===== src/rtl/nibble_add_pkg.sv =====
// Shared types and constants for the nibble-serial adder sequencer.
// Nibble width and FSM state encodings used by the top and the adder datapath.
package nibble_add_pkg;

  localparam int NIB_W = 4;

  typedef enum logic [1:0] {
    ST_IDLE = 2'd0,
    ST_RUN  = 2'd1,
    ST_DONE = 2'd2
  } state_e;

endpackage


===== src/rtl/ripple_carry_addr_4bit.sv =====
// Gate-level 4-bit ripple-carry adder; purely combinational, no flow control.
module ripple_carry_addr_4bit
  import nibble_add_pkg::*;
(
  input  logic [NIB_W-1:0] i_a,
  input  logic [NIB_W-1:0] i_b,
  input  logic             i_cin,
  output logic [NIB_W-1:0] o_sum,
  output logic             o_cout
);

  logic [NIB_W:0] w_c;

  assign w_c[0] = i_cin;

  for (genvar i = 0; i < NIB_W; i++) begin : g_fa
    logic w_p;
    assign w_p        = i_a[i] ^ i_b[i];
    assign o_sum[i]   = w_p ^ w_c[i];
    assign w_c[i+1]   = (i_a[i] & i_b[i]) | (w_p & w_c[i]);
  end

  assign o_cout = w_c[NIB_W];

endmodule


===== src/rtl/nibble_add_sequencer.sv =====
// Round-robin shares one 4-bit adder between two requesters, one nibble per clock, LSB first.
// Result appears NIBBLES edges after accept and is held in DONE until the consumer takes it.
module nibble_add_sequencer
  import nibble_add_pkg::*;
#(
  parameter int WIDTH = 16
) (
  input  logic             clk,
  input  logic             rst,
  input  logic             req0_valid,
  output logic             req0_ready,
  input  logic [WIDTH-1:0] req0_a,
  input  logic [WIDTH-1:0] req0_b,
  input  logic             req0_cin,
  input  logic             req1_valid,
  output logic             req1_ready,
  input  logic [WIDTH-1:0] req1_a,
  input  logic [WIDTH-1:0] req1_b,
  input  logic             req1_cin,
  output logic             res_valid,
  input  logic             res_ready,
  output logic [WIDTH-1:0] res_sum,
  output logic             res_cout,
  output logic             res_id,
  output logic             busy
);

  localparam int NIBBLES = WIDTH / NIB_W;
  localparam int CNT_W   = (NIBBLES > 1) ? $clog2(NIBBLES) : 1;
  localparam logic [CNT_W-1:0] LAST_CNT = CNT_W'(NIBBLES - 1);

  state_e           r_state;
  logic [CNT_W-1:0] r_cnt;
  logic             r_carry;
  logic             r_last_grant;
  logic [WIDTH-1:0] r_a;
  logic [WIDTH-1:0] r_b;
  logic [WIDTH-1:0] r_sum;
  logic             r_res_valid;
  logic             r_res_cout;
  logic             r_res_id;
  logic             r_busy;

  logic             w_in_idle;
  logic             w_grant;
  logic             w_accept;
  logic [NIB_W-1:0] w_nib_a;
  logic [NIB_W-1:0] w_nib_b;
  logic [NIB_W-1:0] w_nib_sum;
  logic             w_nib_cout;

  // Requester 1 wins only when alone or when requester 0 had the previous grant.
  assign w_in_idle  = (r_state == ST_IDLE) && !rst;
  assign w_grant    = (req0_valid && req1_valid) ? ~r_last_grant : req1_valid;
  assign req0_ready = w_in_idle && req0_valid && !w_grant;
  assign req1_ready = w_in_idle && req1_valid &&  w_grant;
  assign w_accept   = req0_ready || req1_ready;

  assign w_nib_a = r_a[NIB_W*r_cnt +: NIB_W];
  assign w_nib_b = r_b[NIB_W*r_cnt +: NIB_W];

  ripple_carry_addr_4bit u_adder (
    .i_a    (w_nib_a),
    .i_b    (w_nib_b),
    .i_cin  (r_carry),
    .o_sum  (w_nib_sum),
    .o_cout (w_nib_cout)
  );

  always_ff @(posedge clk or posedge rst) begin
    if (rst) begin
      r_state      <= ST_IDLE;
      r_cnt        <= '0;
      r_carry      <= 1'b0;
      r_last_grant <= 1'b1;
      r_a          <= '0;
      r_b          <= '0;
      r_sum        <= '0;
      r_res_valid  <= 1'b0;
      r_res_cout   <= 1'b0;
      r_res_id     <= 1'b0;
      r_busy       <= 1'b0;
    end else begin
      case (r_state)
        ST_IDLE: begin
          if (w_accept) begin
            // The operation's carry-in rides in the carry register for nibble 0.
            r_a          <= w_grant ? req1_a   : req0_a;
            r_b          <= w_grant ? req1_b   : req0_b;
            r_carry      <= w_grant ? req1_cin : req0_cin;
            r_res_id     <= w_grant;
            r_last_grant <= w_grant;
            r_cnt        <= '0;
            r_busy       <= 1'b1;
            r_state      <= ST_RUN;
          end
        end
        ST_RUN: begin
          r_sum[NIB_W*r_cnt +: NIB_W] <= w_nib_sum;
          r_carry <= w_nib_cout;
          r_cnt   <= r_cnt + CNT_W'(1);
          if (r_cnt == LAST_CNT) begin
            r_res_cout  <= w_nib_cout;
            r_res_valid <= 1'b1;
            r_state     <= ST_DONE;
          end
        end
        ST_DONE: begin
          if (res_ready) begin
            r_res_valid <= 1'b0;
            r_busy      <= 1'b0;
            r_state     <= ST_IDLE;
          end
        end
        default: r_state <= ST_IDLE;
      endcase
    end
  end

  assign res_valid = r_res_valid;
  assign res_sum   = r_sum;
  assign res_cout  = r_res_cout;
  assign res_id    = r_res_id;
  assign busy      = r_busy;

endmodule


===== config.mk =====
export PLATFORM = sky130hd
export DESIGN_NAME = nibble_add_sequencer
export DESIGN_NICKNAME = d
export VERILOG_FILES = /design/src/rtl/nibble_add_pkg.sv /design/src/rtl/ripple_carry_addr_4bit.sv /design/src/rtl/nibble_add_sequencer.sv
export SDC_FILE = /design/constraint.sdc
export NUM_CORES = 1
export LEC_CHECK = 0
export CORE_ASPECT_RATIO = 0.9
export CORE_MARGIN = 8
export CORE_UTILIZATION = 43
export CTS_BUF_LIST = sky130_fd_sc_hd__clkbuf_4 sky130_fd_sc_hd__clkbuf_8
export CTS_CLUSTER_DIAMETER = 60
export CTS_CLUSTER_SIZE = 30
export DETAILED_ROUTE_END_ITERATION = 8
export PLACE_DENSITY_LB_ADDON = 0.3
export SETUP_SLACK_MARGIN = 0.4
export SYNTH_ARGS = -nofsm -noshare
export SYNTH_HDL_FRONTEND = slang
export SYNTH_SLANG_ARGS = --single-unit

===== constraint.sdc =====
create_clock -name clk -period 2.8 [get_ports clk]
set_input_delay 0.84 -clock clk [delete_from_list [all_inputs] [get_ports clk]]
set_output_delay 0.84 -clock clk [all_outputs]
set_load 0.03 [all_outputs]

==> flow_summary.json <==
{
  "track_usage_pct": 15.15,
  "numCtsBuffers": 9,
  "wire_per_inst_um": 17.07,
  "avgSynthCellArea_um2": 13.84,
  "place.gp.congestion": 0.8021,
  "synth.ff_latch_count": 58,
  "diodes": 0,
  "clock_sinks": 58,
  "io_buffers": 92,
  "fmax_mhz": 353.8,
  "cts_tree": "yes",
  "final_layout_size_suffix_gt1_share_pct": 37.79,
  "hold_buffers": 0,
  "required_ns": 3.02,
  "worst_slack_ns": -0.02646,
  "yosysTopAreaCell": "dfrtp_1",
  "slew_headroom_pct": 61.33,
  "cap_violations": 0,
  "final_nets": 420,
  "num_io_pins": 93,
  "grt_pass1_vias": 2600,
  "grt_antenna_before_repair": 0,
  "tightest_slew_ns": 0.5719,
  "crit_arrival_ns": 3.05,
  "min_period_ns": 2.826,
  "die_width_um": 107.5,
  "fp.dieH_um": 98.33,
  "cp_common_cell": "fa_2",
  "final_max_slew_viol_count": 0,
  "grt_overflow_total": 0,
  "clockRootBuffer": "clkbuf_8",
  "peakVddDrop_v": 0.0005097,
  "crit_buf_inv": 3,
  "vias_per_cell": 5.011,
  "power_frac_seq_pct": 29.1,
  "yosys-top-cells-area": "dfrtp_1, mux2_4, mux2_2",
  "postRouteWirelength_mm": 7.512,
  "violations": "setup timing",
  "yosysWarnings": 0,
  "synth.distinct_cells": 36,
  "clkPwrFrac_pct": 14.4,
  "p_sw_share_pct": 38.48,
  "dr.first_iter.drc_count": 78,
  "firstDrtPassIters": 4,
  "die_area_um2": 10570,
  "rsz0062_at_grt": "true",
  "end_kind": "flop",
  "dp_hpwl_mm": 5.624,
  "slowest_stage": "mux4_2",
  "fin_tns_setup_ns": -0.07513,
  "seq_area_frac_synth_pct": 44.86,
  "period_share_pct": 100.9,
  "initial_core_util_pct": 43.57,
  "via_count": 2205,
  "cp_max_fo": 4,
  "grt_max_degree": 59,
  "syn_area_um2": 3238,
  "final_hold_viol_count": 0,
  "cp_top_family": "adder cells",
  "place_ws_ns": -0.04136,
  "fp-row-count": 30,
  "switchingPower_mw": 2.016,
  "powerDensity_nw_per_um2": 1145,
  "drc": 0,
  "synthCells": 234,
  "clock_latency_ns": 0.34,
  "antenna_left": 0,
  "critPathMaxStageDelay_ns": 0.56,
  "power_frac_comb_pct": 56.6,
  "htreeDepth": 3,
  "area_delta_synth_final_pct": 41.34,
  "worstHoldPathType": "flop to flop",
  "clk_pin_slew_ns": 0.06,
  "power.internal_mw": 3.224,
  "critical_path_class": "flop to flop",
  "core_area_um2": 7432,
  "grt_first_pass_wirelength_mm": 12.58,
  "worst_setup_path_start_kind": "flop",
  "synth_top_area_share_pct": 44.05,
  "crit_chain": "mux4_2 > fa_2 > inv_2 > fa_2 > fa_2 > inv_2 > fa_2 > buf_4 > a22o_1",
  "skew_ns": 0.006486,
  "leakage_nw": 1.949,
  "outcome": "finished with violations",
  "clk_path_buf_depth": 2,
  "setup_viol": 4,
  "synth_fp_nets": 315
}
==> cells in the mapped netlist, drive strengths merged <==
master,number
mux4,8
nand3b,4
mux2,65
buf,10
nor3,1
nand2,22
fa,4
or2,1
clkbuf,1
a21boi,1
a21oi,3
nor2,5
nor2b,1
mux2i,1
a31oi,1
inv,10
dfstp,1
ha,6
a21o,2
nor4b,1
o41ai,6
and2,2
a22o,2
a211oi,2
dfrtp,57
or4b,1
o31ai,8
nand2b,4
o21ai,4
==> cell families (layout without fill, tap and decap cells) <==
family	count (synthesis)	after routing	synth area share [%]
AND/OR/NAND/NOR	42	42	7.149
adder cells (fa/ha/maj)	10	10	4.791
AO/OA/AOI/OAI	29	29	6.569
buffers and inverters	21	131	4.907
flip-flops	58	58	44.86
multiplexers	74	74	31.72
==> metrics by stage <==
step | total power, mW | hold WS [ns] | util, % | cell area [um^2] | std cells
6_report | 5.240 | 0.4767 | 61.58 | 4577 | 440
5_1_grt | 5.593 | 0.4979 | 61.58 | 4577 | 440
4_1_cts | 5.060 | 0.4789 | 60.81 | 4519 | 440
3_5_place_dp | 4.193 | 0.4634 | 57.79 | 4295 | 421
3_3_place_gp | 4.135 | 0.4605 | 57.79 | 4295 | 421
2_1_floorplan | 3.374 | 0.4751 | - | 3262 | 234
==> cell type report <==
| type | instances | area [um^2] |
|---|---|---|
| flip-flops and latches | 58 | 1455 |
| inverters | 10 | 37.54 |
| repair buffers | 105 | 1070 |
| well taps | 96 | 120.1 |
| fillers | 588 | 2855 |
| clock buffers | 16 | 195.2 |
| multi-input cells | 155 | 1699 |
==> per-layer routing <==
| layer | part of all wire (%) | track usage, % | routed length (um) | vias up |
|---|---|---|---|---|
| met5 | 0 | 0 | 0 | - |
| met4 | 2.2 | 7.996 | 166 | 0 |
| met3 | 5.8 | 4.477 | 439 | 12 |
| met2 | 48 | 23.60 | 3596 | 67 |
| met1 | 44 | 18.42 | 3309 | 1064 |
| li1 | - | - | - | 1062 |
==> worst paths after layout <==
path	startpoint	to	slack, ns	cells past startpoint
max	r_cnt[0]$_DFFE_PP0P_	res_sum[3]$_DFFE_PP0P_	-0.03	9
min	res_sum[10]$_DFFE_PP0P_	res_sum[10]$_DFFE_PP0P_	0.48	2
max reg2reg	r_cnt[0]$_DFFE_PP0P_	res_sum[3]$_DFFE_PP0P_	-0.03	9
min reg2reg	res_sum[10]$_DFFE_PP0P_	res_sum[10]$_DFFE_PP0P_	0.48	2
max in group asynchronous	rst	r_last_grant$_DFFE_PP1P_	1.93	3
min in group asynchronous	rst	res_valid$_DFFE_PP0P_	0.58	3
==> sequential cells by signal, summed over array words and instances, names as in the netlist, 2 cells and up <==
name	flops
r_a	16
res_sum	16
r_cnt	2
r_state	2
r_b	16
==> power by group through the flow <==
| stage | Sequential [mW] | Combinational (mW) | Clock [mW] |
|---|---|---|---|
| final | 1.52 | 2.97 | 0.752 |
| after global routing | 1.57 | 3.21 | 0.804 |
| after CTS | 1.52 | 2.78 | 0.759 |
| after detailed placement | 1.53 | 2.66 | 0 |
| after global placement | 1.52 | 2.61 | 0 |
| after floorplan | 1.62 | 1.75 | 0 |
==> what timing repair did <==
action | in CTS | in global routing
gates resized for setup | 12 | 17
setup endpoints to repair | 12 | 15
pin swaps | 3 | 4
setup buffers | 3 | 0
==> cells in the final DEF, fill, tap and decap left out, types with 3 or more instances in the layout <==
cell,n
mux2_2,36
nor2_1,3
o31ai_1,5
a21oi_1,3
buf_6,4
clkdlybuf4s50_1,87
o21ai_0,3
buf_12,4
inv_2,3
clkbuf_4,4
mux2_4,29
mux4_2,8
dfrtp_1,55
nand2b_1,3
nand2_1,22
inv_1,7
o41ai_1,5
nand3b_1,3
clkbuf_8,12
buf_4,7
ha_1,6
fa_2,4
==> worst reg2reg max path, stage by stage (launching register included) <==
cell and delay [ns]:
dfrtp_2 0.45, mux4_2 0.57, fa_2 0.38, inv_2 0.06, fa_2 0.19, fa_2 0.19
inv_2 0.04, fa_2 0.48, buf_4 0.16, a22o_1 0.20
Note: power is estimated with default switching activity, not from simulation.
